File: src/rtl/dec_key_sched_if.sv
// Bundle of the key-write, start and decryption-key replay signals of dec_key_sched.
// Ports: wr_en/wr_idx/wr_key (writer), start, dec_ready (reader accept),
//        dec_valid/dec_key/dec_idx (replayed key), busy, done.
interface dec_key_sched_if #(
  parameter int KEY_W = 128
);
  logic             wr_en;
  logic [3:0]       wr_idx;
  logic [KEY_W-1:0] wr_key;
  logic             start;
  logic             dec_ready;
  logic             dec_valid;
  logic [KEY_W-1:0] dec_key;
  logic [3:0]       dec_idx;
  logic             busy;
  logic             done;

  // master: key expansion + round engine side (drives writes, start, ready)
  modport master (
    output wr_en, wr_idx, wr_key, start, dec_ready,
    input  dec_valid, dec_key, dec_idx, busy, done
  );

  // slave: the key schedule buffer itself
  modport slave (
    input  wr_en, wr_idx, wr_key, start, dec_ready,
    output dec_valid, dec_key, dec_idx, busy, done
  );
endinterface

File: src/rtl/dec_key_sched.sv
// ANUBIS decryption round-key buffer: stores K[0..R], replays DK[r] = K[R-r] (theta for inner r).
// Ports: clk, reset (async active-low), bus (dec_key_sched_if.slave): write port, start,
//        dec_valid/dec_ready handshake carrying dec_key/dec_idx, busy and done status.
module dec_key_sched #(
  parameter int ROUNDS = 12,
  parameter int KEY_W  = 128
) (
  input  logic            clk,
  input  logic            reset,
  dec_key_sched_if.slave  bus
);

  localparam int         NK    = ROUNDS + 1;
  localparam logic [3:0] R_IDX = 4'(ROUNDS);

  typedef enum logic [2:0] {IDLE, FETCH, XFORM_A, XFORM_B, OUT} state_t;

  state_t           state, state_nxt;
  logic [KEY_W-1:0] mem [NK];
  logic [NK-1:0]    loaded;
  logic [KEY_W-1:0] key_reg;
  logic [KEY_W-1:0] theta_q;
  logic [KEY_W-1:0] dec_key_q;
  logic [3:0]       r;
  logic             dec_valid_q;
  logic             done_q;
  logic             end_key;
  logic             start_ok;
  logic             hshake;

  // GF(2^8) doubling, reduction polynomial x^8+x^4+x^3+x^2+1
  function automatic logic [7:0] xt(input logic [7:0] x);
    return {x[6:0], 1'b0} ^ (x[7] ? 8'h1D : 8'h00);
  endfunction

  // theta: 4x4 byte matrix (row-major, byte 0 in the MSBs) times had(01,02,04,06).
  // Column j of H holds h[k^j], so b[i][j] = sum_m a[i][j^m] * h[m].
  function automatic logic [KEY_W-1:0] theta_f(input logic [KEY_W-1:0] a);
    logic [KEY_W-1:0] b;
    logic [7:0]       a0, a1, a2, a3;
    b = '0;
    for (int i = 0; i < 4; i++) begin
      for (int j = 0; j < 4; j++) begin
        a0 = a[KEY_W-1-8*(4*i + (j ^ 0)) -: 8];
        a1 = a[KEY_W-1-8*(4*i + (j ^ 1)) -: 8];
        a2 = a[KEY_W-1-8*(4*i + (j ^ 2)) -: 8];
        a3 = a[KEY_W-1-8*(4*i + (j ^ 3)) -: 8];
        b[KEY_W-1-8*(4*i + j) -: 8] = a0 ^ xt(a1) ^ xt(xt(a2)) ^ xt(xt(a3)) ^ xt(a3);
      end
    end
    return b;
  endfunction

  assign end_key  = (r == 4'd0) || (r == R_IDX);
  assign start_ok = (state == IDLE) && bus.start && (&loaded);
  assign hshake   = (state == OUT) && dec_valid_q && bus.dec_ready;

  always_ff @(posedge clk or negedge reset) begin
    if (!reset) state <= IDLE;
    else        state <= state_nxt;
  end

  always_comb begin
    state_nxt = state;
    case (state)
      IDLE:    if (start_ok) state_nxt = FETCH;
      FETCH:   state_nxt = end_key ? OUT : XFORM_A;
      XFORM_A: state_nxt = XFORM_B;
      XFORM_B: state_nxt = OUT;
      OUT:     if (hshake) state_nxt = (r == R_IDX) ? IDLE : FETCH;
      default: state_nxt = IDLE;
    endcase
  end

  // Key storage has no reset; only the loaded mask gates replay.
  always_ff @(posedge clk) begin
    if (state == IDLE && bus.wr_en && bus.wr_idx <= R_IDX)
      mem[bus.wr_idx] <= bus.wr_key;
  end

  always_ff @(posedge clk or negedge reset) begin
    if (!reset) begin
      loaded <= '0;
    end else if (state == IDLE && bus.wr_en && bus.wr_idx <= R_IDX) begin
      loaded[bus.wr_idx] <= 1'b1;
    end
  end

  // Registered theta stage: one cycle from key_reg to theta_q.
  always_ff @(posedge clk) begin
    theta_q <= theta_f(key_reg);
  end

  // OUT spends its first cycle loading dec_key and raising dec_valid, so the
  // presented key is always a registered value; the handshake follows.
  always_ff @(posedge clk or negedge reset) begin
    if (!reset) begin
      r           <= '0;
      key_reg     <= '0;
      dec_key_q   <= '0;
      dec_valid_q <= 1'b0;
      done_q      <= 1'b0;
    end else begin
      done_q <= 1'b0;
      case (state)
        IDLE:    if (start_ok) r <= '0;
        FETCH:   key_reg <= mem[R_IDX - r];
        XFORM_B: dec_key_q <= theta_q;
        OUT: begin
          if (!dec_valid_q) begin
            dec_valid_q <= 1'b1;
            if (end_key) dec_key_q <= key_reg;
          end else if (bus.dec_ready) begin
            dec_valid_q <= 1'b0;
            if (r == R_IDX) done_q <= 1'b1;
            else            r      <= r + 4'd1;
          end
        end
        default: ;
      endcase
    end
  end

  assign bus.dec_valid = dec_valid_q;
  assign bus.dec_key   = dec_key_q;
  assign bus.dec_idx   = r;
  assign bus.busy      = (state != IDLE);
  assign bus.done      = done_q;

endmodule
File: src/flat_wrapper.sv
// flat-port wrapper written by rule: the top's interface ports become plain ports
module dec_key_sched_flat 
#(
  parameter int ROUNDS = 12,
  parameter int KEY_W  = 128
)
  (clk, reset, bus_wr_en, bus_wr_idx, bus_wr_key, bus_start, bus_dec_ready, bus_dec_valid, bus_dec_key, bus_dec_idx, bus_busy, bus_done);
  dec_key_sched_if #(.KEY_W(KEY_W)) bus_i ();
  input  logic clk;
  input  logic reset;
  input wire logic [$bits(bus_i.wr_en)-1:0] bus_wr_en;
  input wire logic [$bits(bus_i.wr_idx)-1:0] bus_wr_idx;
  input wire logic [$bits(bus_i.wr_key)-1:0] bus_wr_key;
  input wire logic [$bits(bus_i.start)-1:0] bus_start;
  input wire logic [$bits(bus_i.dec_ready)-1:0] bus_dec_ready;
  output wire logic [$bits(bus_i.dec_valid)-1:0] bus_dec_valid;
  output wire logic [$bits(bus_i.dec_key)-1:0] bus_dec_key;
  output wire logic [$bits(bus_i.dec_idx)-1:0] bus_dec_idx;
  output wire logic [$bits(bus_i.busy)-1:0] bus_busy;
  output wire logic [$bits(bus_i.done)-1:0] bus_done;
  assign bus_i.wr_en = bus_wr_en;
  assign bus_i.wr_idx = bus_wr_idx;
  assign bus_i.wr_key = bus_wr_key;
  assign bus_i.start = bus_start;
  assign bus_i.dec_ready = bus_dec_ready;
  assign bus_dec_valid = bus_i.dec_valid;
  assign bus_dec_key = bus_i.dec_key;
  assign bus_dec_idx = bus_i.dec_idx;
  assign bus_busy = bus_i.busy;
  assign bus_done = bus_i.done;
  dec_key_sched #(.ROUNDS(ROUNDS), .KEY_W(KEY_W)) u_core (.clk(clk), .reset(reset), .bus(bus_i));
endmodule
File: config.mk
export PLATFORM = sky130hd
export DESIGN_NAME = dec_key_sched_flat
export DESIGN_NICKNAME = d
export VERILOG_FILES = /design/src/rtl/dec_key_sched_if.sv /design/src/rtl/dec_key_sched.sv /design/src/flat_wrapper.sv
export SDC_FILE = /design/constraint.sdc
export NUM_CORES = 2
export LEC_CHECK = 0
export BUFFER_PORTS_ARGS = -buffer_cell sky130_fd_sc_hd__buf_2
export CORE_UTILIZATION = 45
export DETAILED_ROUTE_END_ITERATION = 16
export HOLD_SLACK_MARGIN = 0.02
export PLACE_DENSITY = 0.58
export SLEW_MARGIN = 20
export SYNTH_ARGS = -nofsm -noshare
export SYNTH_HDL_FRONTEND = slang
export SYNTH_SLANG_ARGS = --single-unit
File: constraint.sdc
create_clock -name clk -period 14.7 [get_ports clk]
set_clock_uncertainty 0.1 [all_clocks]
set_input_delay 2.205 -clock clk [delete_from_list [all_inputs] [get_ports clk]]
set_output_delay 2.205 -clock clk [all_outputs]
set_load 0.01 [all_outputs]
# After elaboration in Yosys (flattened, before gate mapping)
# Memories as Yosys holds them, arrays and structs flattened. A register that Yosys moved wholly into a read port is not among the register bits.
# Index checks and enable logic that the tools add are counted.
dict set report classes {
  magnitude_cmp 3
  mux 55
  bitwise_logic 97
  n_addsub 2
  eq_ne 12
  reduce_logical 18
}
# op n
set op_table {}
lappend op_table {{8-bit bitwise XOR} 94}
lappend op_table {{128-bit 2-to-1 mux} 2}
lappend op_table {{128-bit one-hot mux with 2 select lines} 1}
lappend op_table {{5-bit 2-to-1 mux} 32}
lappend op_table {{4-bit 2-to-1 mux} 4}
lappend op_table {{8-bit by 5-bit bitwise XOR with 8-bit output} 2}
lappend op_table {{3-bit one-hot mux with 5 select lines} 1}
lappend op_table {{13-bit OR} 1}
lappend op_table {{13-bit AND reduction} 1}
lappend op_table {{1-bit 2-to-1 mux} 10}
lappend op_table {{3-bit 2-to-1 mux} 3}
lappend op_table {{2-bit by 1-bit inequality test with 1-bit output, second input constant} 4}
lappend op_table {{4-bit one-hot mux with 2 select lines} 1}
lappend op_table {{1-bit logical AND} 7}
lappend op_table {{3-bit by 2-bit equality test with 1-bit output, second input constant} 2}
lappend op_table {{2-bit inequality test, second input constant} 3}
lappend op_table {{4-bit by 5-bit less-than comparator with 1-bit output, second input constant} 1}
lappend op_table {{5-bit AND reduction} 1}
lappend op_table {{4-bit by 1-bit adder with 4-bit output, second input constant} 1}
lappend op_table {{1-bit demux with 4-bit select} 1}
lappend op_table {{4-bit equality test, second input constant} 1}
lappend op_table {{4-bit by 1-bit greater-or-equal comparator with 1-bit output, second input constant} 1}
lappend op_table {{4-bit less-or-equal comparator, second input constant} 1}
lappend op_table {{4-bit logical NOT} 1}
lappend op_table {{other kinds (10)} 11}
dict set report word_totals {
  output_inout_bits 135
  memories 1
  ff_bits 278
  ramBits 1664
  wordCells 195
}
# memory depth width rd rd_ports_with_merged_regs wr line_no
set mem_list {}
lappend mem_list {u_core.mem 13 128 1 1 1 dec_key_sched.sv:19} ;# logic [KEY_W-1:0] mem [NK];

# Depth between registers and ports, before layout
dict set report depth {
  word_depth 7
  ltp_mapped 12
  ltp_nobuf 7
}

# Worst setup path after synthesis
# Ideal clock, no wire load.
dict set report synth_timing {
  path_type {input-to-reg}
  startpoint {input bus_wr_en}
  endpoint {register u_core.loaded[0]}
  required_time_ns 14.479
  n_path_buf 0
  arrival_time_ns 12.353
  cell_stages 5
  setup_ns 0.121
  setup_slack_ns 2.126
  path_cell_list {nor4b_1 > nor2b_1 > nand2b_1 > nor3_1 > or2_2}
}
dict set report synth_between {
  elab_chain_len 2
}
# item line_no
set synth_rtl {}
lappend synth_rtl {{start, declared} flat_wrapper.sv:11} ;# input wire logic [$bits(bus_i.wr_en)-1:0] bus_wr_en;
lappend synth_rtl {{1-bit logical AND (2 in a row)} dec_key_sched.sv:84} ;# end else if (state == IDLE && bus.wr_en && bus.wr_idx <= R_IDX) begin
lappend synth_rtl {{end signal, assigned} dec_key_sched.sv:83} ;# loaded <= '0;
lappend synth_rtl {{end signal, assigned by index} dec_key_sched.sv:85} ;# loaded[bus.wr_idx] <= 1'b1;
lappend synth_rtl {{end, declared} dec_key_sched.sv:20} ;# logic [NK-1:0] loaded;
# Every way passes these cells.
# A chain may end at the register's enable or synchronous reset.

# Final worst setup path
dict set report layout_timing {
  startpoint {input bus_wr_en}
  endpoint {memory u_core.mem[2][61], enable pin}
}
dict set report layout_between {
  elab_chain_len 4
}
# item line_no
set layout_rtl {}
lappend layout_rtl {{1-bit logical AND (2 in a row)} dec_key_sched.sv:77} ;# if (state == IDLE && bus.wr_en && bus.wr_idx <= R_IDX)
lappend layout_rtl {{1-bit 2-to-1 mux} dec_key_sched.sv:77}
lappend layout_rtl {{1-bit 2-to-1 mux (implied by the code)} dec_key_sched.sv:78} ;# mem[bus.wr_idx] <= bus.wr_key;
lappend layout_rtl {{end, declared} dec_key_sched.sv:19}
# Every way passes these cells.

==> flow_summary.json <==
{
  "vias_per_cell": 5.61,
  "track_usage_pct": 22.9,
  "synth.distinct_cells": 44,
  "slew_viol_final": 0,
  "die-area_sq_um": 182000,
  "slowest_stage": "nor3_2",
  "cts.sink_count": 2070,
  "crit_buf_inv": 4,
  "slowest_delay_ns": 0.86,
  "tritoncts": "yes",
  "critical_path_required_ns": 15.06,
  "postCtsHoldBufs": 0,
  "netlist_area_sq_um": 81200,
  "largest_reg_flops": 1664,
  "synth_ff_type": "edfxtp_1",
  "clock-root-buffer": "clkbuf_16",
  "yosys-top-cells-count": "1664 x edfxtp_1, 416 x xnor2_1, 412 x nand2_1",
  "worstSkewPairLatency_ns": 0.85,
  "die_x_microns": 427,
  "post-route-drc-count": 0,
  "register_area_sq_um": 59500,
  "yosysSeqAreaShare_pct": 73.2,
  "gp_congestion": 0.775,
  "synth_nets": 4814,
  "cts_setup_buffers": 0,
  "antenna_found_initial": 62,
  "grt_pass1_vias": 42300,
  "synthTopCellsByArea": "edfxtp_1 62%, mux4_2 8.8%, dfrtp_1 8.6%, xnor2_1 4.5%, mux2i_1 3.6%",
  "p_total_mw": 21.7,
  "clk_pin_slew_ns": 0.06,
  "synth-async-reset-ratio_pct": 13.4,
  "drive_above_1_share_pct": 21.0,
  "cts_resized": 0,
  "grt_max_degree": 109,
  "fmax_ghz": 0.178,
  "gr-total-overflow": 0,
  "setup_viol": 0,
  "fin_crit_ns": 5.62,
  "htree_levels": 4,
  "tns_ns": 0,
  "wirelength_microns": 208000,
  "hold_violations": 0,
  "setup_slack_ns": 9.08,
  "status": "finished clean",
  "yosysTopAreaCellShare_pct": 61.5,
  "port_buffers": 271,
  "path_cells": "buf_2 > nor4b_1 > nor2b_1 > nand2_1 > nor3_2 > buf_4 > buf_4 > buf_4",
  "dp_hpwl_microns": 121000,
  "maxSlewHeadroom_pct": 23.6,
  "multi_input_area_sq_um": 20400,
  "synth_top_cell_by_area": "edfxtp_1",
  "fp-row-count": 155,
  "path_class": "input pin to register",
  "wl_per_cell_microns": 27.9,
  "syn2layout_area_growth_pct": 13.1,
  "top_register": "u_core.mem",
  "first_pass_iters": 7,
  "netlist_instances": 4675,
  "ioPinCount": 272,
  "fillers": 14600,
  "cap_violations": 0,
  "cts.path.max_buffers": 3,
  "start_util_pct": 45.4,
  "end_kind": "register",
  "cp_common_cell": "buf_4",
  "grt_pass1_wl_microns": 300000,
  "synth_edf_count": 1664,
  "cp_max_fo": 34,
  "ant_nets": 0,
  "synth_most_common_cell": "edfxtp_1",
  "fin_nets": 5034,
  "drtIter0Drc": 3610,
  "power.density_nw_per_um2": 236,
  "startpoint_type": "input pin",
  "cts_buffers": 211,
  "core_sq_um": 179000,
  "period_share_pct": 38.2,
  "die_y_microns": 427,
  "cp.arrival_ns": 5.98,
  "hold_class": "register to register",
  "yosysWarnings": 0,
  "worstMarginPinSlew_ns": 1.15,
  "crit_family": "simple AND/OR/NAND/NOR gates",
  "power.leakage_nw": 30.8,
  "rsz0062_at_grt": "no",
  "ys_seq_elements": 2070,
  "avgSynthCellArea_sq_um": 17.4,
  "ir_worst_vdd_uv": 160,
  "pre_cts_ws_ns": 8.23,
  "via_count": 41800
}
-- area by class of cell --
class	count	share of cell area (%)
sequential	2070	64.8
multi-input combinational	2249	22.2
clock buffer	297	6.38
tap	2355	3.21
timing repair buffer	359	2.30
clock inverter	106	1.05
antenna	15	0.0409
inverter	4	0.0163
-- final timing paths --
path	start	to	slack, ns	cells past startpoint
worst max-delay path	bus_wr_en	u_core.mem[2][61]	9.08	8
worst min-delay path	u_core.loaded[12]	u_core.loaded[12]	0.37	1
worst max register to register	u_core.bus.dec_idx[0]	u_core.key_reg[99]	9.67	11
worst min register to register	u_core.loaded[12]	u_core.loaded[12]	0.37	1
max in group asynchronous	reset	u_core.bus.dec_idx[0]	11.14	3
min in group asynchronous	reset	u_core.bus.dec_key[13]	1.31	1
-- power breakdown --
group,switching [mW],internal [mW]
clock,2.27,2.99
sequential,0.817,7.11
combinational,4.63,3.89
total,7.72,14.0
-- metrics by stage --
| stage | instance area (sq um) | std cells | utilization (%) | hold WS [ns] |
|---|---|---|---|---|
| 2_1_floorplan | 81200 | 4675 | - | 0.339 |
| 3_3_place_gp | 85000 | 7036 | 47.5 | 0.353 |
| 3_5_place_dp | 85000 | 7036 | 47.5 | 0.354 |
| 4_1_cts | 91800 | 7439 | 51.3 | 0.370 |
| 5_1_grt | 91900 | 7448 | 51.4 | 0.381 |
| 6_report | 91900 | 7455 | 51.4 | 0.366 |
-- routing by layer --
layer  wire length (microns)  vias to the layer above  GRT usage [%]
met5                     170                        -              0
met4                    4490                       26           6.17
met3                   10400                      319           3.62
met2                  105000                     1144           38.7
met1                   87700                    22100           30.7
li1                        -                    18200              -
-- placed cells by master (no fill, tap or decap), types with 9 or more instances in the layout --
master      netlist  layout
clkbuf_1        190      63
nand3_1          70      70
buf_2           120     270
nand2_1         412     410
clkinvlp_4        0       9
xnor2_1         416     416
a32oi_1          33      33
clkbuf_8          0      17
mux4_2          318     318
buf_4             8      82
bufinv_16         0      11
edfxtp_1       1664    1664
nand4_1          36      36
nor2_1          144     132
a21oi_1         226     226
clkinv_1          0      33
nor2_4            0      13
mux2_2           38      38
xor2_1           82      81
clkinv_2          0      33
o211ai_1         33      33
mux2i_1         291     291
dfxtp_1         128     128
o22ai_1          95      95
clkbuf_16         0     215
or2_2            13      13
diode_2           0      15
dfrtp_1         278     277
-- cells by family after synthesis --
family / Yosys count / synth area share (%)
buffers and inverters: 356 / 1.87
AOI/OAI and AO/OA: 396 / 2.86
xor gates and xnor gates: 505 / 5.51
and+or+nand+nor: 699 / 3.56
muxes: 647 / 12.9
DFF: 2070 / 73.2
adders and majority gates: 2 / 0.0308
-- worst reg2reg max path, delay by kind of cell (launching register included) --
family | cells | cell delay (ns)
buffers and inverters | 5 | 3.10
adder cells (fa/ha/maj) | 1 | 0.26
XOR/XNOR | 1 | 0.15
flip-flops | 1 | 0.52
multiplexers | 1 | 0.20
AND/OR/NAND/NOR | 1 | 0.22
AO/OA/AOI/OAI | 2 | 0.39
Note: power is estimated with default switching activity, not from simulation.
